--- src/rtl/key_debounce_edge.sv ---
// Raw key conditioning: synchroniser, debounce counter, registered level and edge pulses.
// Optional long-press detector built when KEY_LONG_PRESS_EN is defined.
module key_debounce_edge #(
  parameter int unsigned SYNC_STAGES      = 2,
  parameter int unsigned DEBOUNCE_COUNT   = 500000,
  parameter int unsigned LONG_PRESS_COUNT = 3000000,
  parameter int unsigned CNT_WIDTH        = 32
) (
  input  logic clk,
  input  logic rst,
  input  logic key_raw,
  output logic key_level,
  output logic key_rise,
  output logic key_fall,
  output logic long_press
);

  localparam logic [CNT_WIDTH-1:0] CNT_ONE = CNT_WIDTH'(1);
  // A count of 0 is treated as 1: flip on the first disagreeing cycle.
  localparam logic [CNT_WIDTH-1:0] DB_LAST =
    (DEBOUNCE_COUNT == 0) ? '0 : CNT_WIDTH'(DEBOUNCE_COUNT - 1);

  logic [SYNC_STAGES-1:0] sync_q;
  logic                   key_sync;
  logic [CNT_WIDTH-1:0]   db_cnt_q, db_cnt_d;
  logic                   level_q, level_d;
  logic                   rise_q, rise_d;
  logic                   fall_q, fall_d;

  assign key_sync = sync_q[SYNC_STAGES-1];

  always_comb begin
    db_cnt_d = '0;
    level_d  = level_q;
    rise_d   = 1'b0;
    fall_d   = 1'b0;
    if (key_sync != level_q) begin
      if (db_cnt_q >= DB_LAST) begin
        level_d = key_sync;
        rise_d  = key_sync;
        fall_d  = ~key_sync;
      end else begin
        db_cnt_d = db_cnt_q + CNT_ONE;
      end
    end
  end

  always_ff @(posedge clk or posedge rst) begin
    if (rst) begin
      sync_q   <= '0;
      db_cnt_q <= '0;
      level_q  <= 1'b0;
      rise_q   <= 1'b0;
      fall_q   <= 1'b0;
    end else begin
      sync_q   <= {sync_q[SYNC_STAGES-2:0], key_raw};
      db_cnt_q <= db_cnt_d;
      level_q  <= level_d;
      rise_q   <= rise_d;
      fall_q   <= fall_d;
    end
  end

  assign key_level = level_q;
  assign key_rise  = rise_q;
  assign key_fall  = fall_q;

`ifdef KEY_LONG_PRESS_EN
  // Counter saturates one past the firing point so the pulse cannot repeat.
  localparam logic [CNT_WIDTH-1:0] LP_SAT =
    (LONG_PRESS_COUNT < 2) ? CNT_WIDTH'(2) : CNT_WIDTH'(LONG_PRESS_COUNT);
  localparam logic [CNT_WIDTH-1:0] LP_FIRE = LP_SAT - CNT_ONE;

  logic [CNT_WIDTH-1:0] hold_q, hold_d;
  logic                 lp_q, lp_d;

  always_comb begin
    hold_d = '0;
    lp_d   = 1'b0;
    if (level_q) begin
      hold_d = (hold_q < LP_SAT) ? hold_q + CNT_ONE : hold_q;
      lp_d   = (hold_q < LP_SAT) && (hold_q + CNT_ONE == LP_FIRE);
    end
  end

  always_ff @(posedge clk or posedge rst) begin
    if (rst) begin
      hold_q <= '0;
      lp_q   <= 1'b0;
    end else begin
      hold_q <= hold_d;
      lp_q   <= lp_d;
    end
  end

  assign long_press = lp_q;
`else
  logic unused_lp_count;
  assign unused_lp_count = ^LONG_PRESS_COUNT;
  assign long_press      = 1'b0;
`endif

endmodule

--- config.mk ---
export PLATFORM = sky130hd
export DESIGN_NAME = key_debounce_edge
export DESIGN_NICKNAME = d
export VERILOG_FILES = /design/src/rtl/key_debounce_edge.sv
export SDC_FILE = /design/constraint.sdc
export NUM_CORES = 1
export LEC_CHECK = 0
export ABC_CLOCK_PERIOD_IN_PS = 3900
export BUFFER_PORTS_ARGS = -buffer_cell sky130_fd_sc_hd__buf_2
export CORE_AREA = 4 4 70 72
export DETAILED_ROUTE_END_ITERATION = 16
export DIE_AREA = 0 0 74 76
export SETUP_SLACK_MARGIN = 0.5
export SYNTH_ARGS = -nofsm -noshare
export SYNTH_HDL_FRONTEND = slang
export SYNTH_SLANG_ARGS = --single-unit
--- constraint.sdc ---
create_clock -name clk -period 3.9 [get_ports clk]
set_input_delay 0 -clock clk [delete_from_list [all_inputs] [get_ports clk]]
set_output_delay 0 -clock clk [all_outputs]
set_load 0.005 [all_outputs]
==> run metrics <==
status complete, no violations; clock skew 7.35 ps; Starting Density 0.384; DR DRC count 0; share of layout cells above drive strength 1 0.213; fmax 463 MHz; dpl ws between 1500 and 2000 ps; R2R depth 5; final hold violations 0; cell taking the most area after synthesis dfrtp_1; WHS approximately 350 ps; Critical Path RT 4030 ps; drt pass-1 iters 4; fin worst setup slack 1740 ps; synth unique cells 31; Yosys warning count 0; RePlAce Congestion around 0.82; most area-consuming cells after synthesis dfrtp_1 56%, xnor2_1 6.9%, nor3_2 6.1%; largest net degree at the start of global routing 38; maximum vdd drop 0.244 mV; initial antenna violation count 0; crit-path max FO 19; die area ~0.0056 mm²; Final Max Tran Viols 0; CP cell instances ha_1 -> nand4_2 -> a21oi_1 -> o21a_1 -> nor3_1; Pwr Density 396 mW/mm²; cells after synthesis approximately 140; GRT Overall Usage 0.114; Antenna Nets Post-Route 0; EDFF count, synth 0; post_cts resized 0; worst rel slew slack 0.376; Pleak 0.000723 µW; largest buffer count on any clock path 2; RR Startpoint db_cnt_q[0]; clock latency on the worst-skew pair 290 ps; Port-buffer cells 5; GRT overflow 0; Seq/Total Area, Yosys 0.562; Sink Count 37; R2R Setup Slk 1740 ps; postcts setup bufs 0; Setup CP Type reg -> reg; Total Nets Final 163; area grow syn2layout 13.7%; Worst Hold Class in -> async; critical path's slowest cell o21a_1; CTS Buf Count 5; average size of a mapped cell 12.0 µm²; root buffer cell clkbuf_8; via count 1027; Fin Setup TNS 0 ps; storage element area 926 µm²; Final Util 0.436; Post-synth top flop dfrtp_1; row cnt 24; r2r endpoint db_cnt_q[7]; H-tree levels 2; final setup fails 0; Post-synth ARST share 1.00; total routed wirelength 2.64 mm; first-pass GRT wire length 4.91 mm; unrepaired setup endpoints after global routing no; core area about 0.0043 mm²; TritonCTS clock tree yes; final worst path period share 0.553; Worst setup EP type flip-flop; Synth Cell Area between 0.0015 and 0.002 mm²; critical path's largest stage delay 710 ps; area of the multi-input gates 686 µm²; Routed wire per std cell 12.4 µm; number of synthesized register bits 37; max cap viols 0; most common cell in the netlist dfrtp_1; fillers 389; WP data arrival around 2300 ps; Worst setup SP type flip-flop; Final min period 2160 ps; n_diodes 0; num ports 7; Slew @ Worst Pin 935 ps; routed vias/inst 4.84; Starting DRT DRC Count ~80; clk slew on worst S/H paths 80 ps; Final Total Pwr roughly 740 µW; die width 74 µm; Final HPWL DP 1.83 mm; top cell type's share of synthesized area 0.562; Die Ht around 76 µm; commonest cells in the netlist 37 x dfrtp_1, 13 x xnor2_1, 11 x nor3_1; vias in the first global route approximately 1100
[power by group]
group	leakage, µW	internal, µW	switching, µW
clock network	0.0000543	191	138
registers	0.000478	393	3.10
logic	0.000191	5.68	11.0
[logic make-up (layout without fill, tap and decap cells)]
| logic type | Yosys count | after routing | synth area share |
|---|---|---|---|
| flip-flops | 37 | 37 | 0.562 |
| multiplexers | 1 | 1 | 0.00683 |
| buffers and inverters | 14 | 24 | 0.0516 |
| AO/OA/AOI/OAI | 9 | 9 | 0.0509 |
| adder cells (fa/ha/maj) | 1 | 1 | 0.00759 |
| AND/OR/NAND/NOR | 58 | 58 | 0.234 |
| other | 1 | 14 | 0.00228 |
| XOR/XNOR | 16 | 16 | 0.0850 |
[layer usage]
metal,part of all wire,track usage
met4,0.013,0.0489
met3,0.030,0.0396
met5,0,0
met2,0.51,0.179
met1,0.45,0.138
[sequential cells by signal (all words and copies together) (netlist names)]
signal,flops
key_rise,1
key_level,1
db_cnt_q,32
key_fall,1
sync_q,2
[metrics by stage]
| step | std cells | area, µm² |
|---|---|---|
| finish | 212 | 1870 |
| global route | 212 | 1870 |
| CTS | 212 | 1870 |
| detailed placement | 202 | 1740 |
| global placement | 202 | 1740 |
| floorplan | 150 | 1700 |
[repair_timing]
item / in CTS / in global routing
hold buffers: 2 / 0
endpoints found under the setup margin: 0 / 0
hold endpoints to repair: 38 / 0
[worst max-delay path: cells and delay by family (launching register included)]
kind	cells	cell delay (ps)
AO/OA/AOI/OAI	2	970
AND/OR/NAND/NOR	2	360
adder cells (fa/ha/maj)	1	250
flip-flops	1	430
[cell type report]
type	count	area share
tap	52	0.0347
multi-input combinational	99	0.366
timing repair buffer	8	0.0280
sequential	37	0.494
clock buffer	5	0.0367
clock inverter	3	0.0247
inverter	8	0.0160
[worst max-delay path by stage]
stage	slack, ps	cells after the start	endpoint	start
floorplan	2240	5	key_level	db_cnt_q[0]
global placement	1800	5	db_cnt_q[5]	db_cnt_q[0]
detailed placement	1710	5	db_cnt_q[7]	db_cnt_q[0]
CTS	1690	5	db_cnt_q[7]	db_cnt_q[0]
global route	1520	5	db_cnt_q[7]	db_cnt_q[0]
finish	1740	5	db_cnt_q[7]	db_cnt_q[0]
[layout by cell type (no fill, tap or decap), drive strengths merged]
| cell | count |
|---|---|
| nand2b | 1 |
| xor2 | 3 |
| inv | 8 |
| o41ai | 1 |
| nor4 | 8 |
| clkbuf | 5 |
| ha | 1 |
| conb | 14 |
| buf | 6 |
| mux2 | 1 |
| xnor2 | 13 |
| dlygate4sd3 | 2 |
| nor3b | 3 |
| nand3b | 1 |
| a21oi | 2 |
| nor3 | 21 |
| nand3 | 6 |
| dfrtp | 37 |
| o21a | 1 |
| clkinvlp | 1 |
| bufinv | 1 |
| nand2 | 5 |
| clkinv | 1 |
| a31o | 2 |
| nor2 | 4 |
| nand4 | 9 |
| a211oi | 3 |
Power figures use the tool's default switching activity.
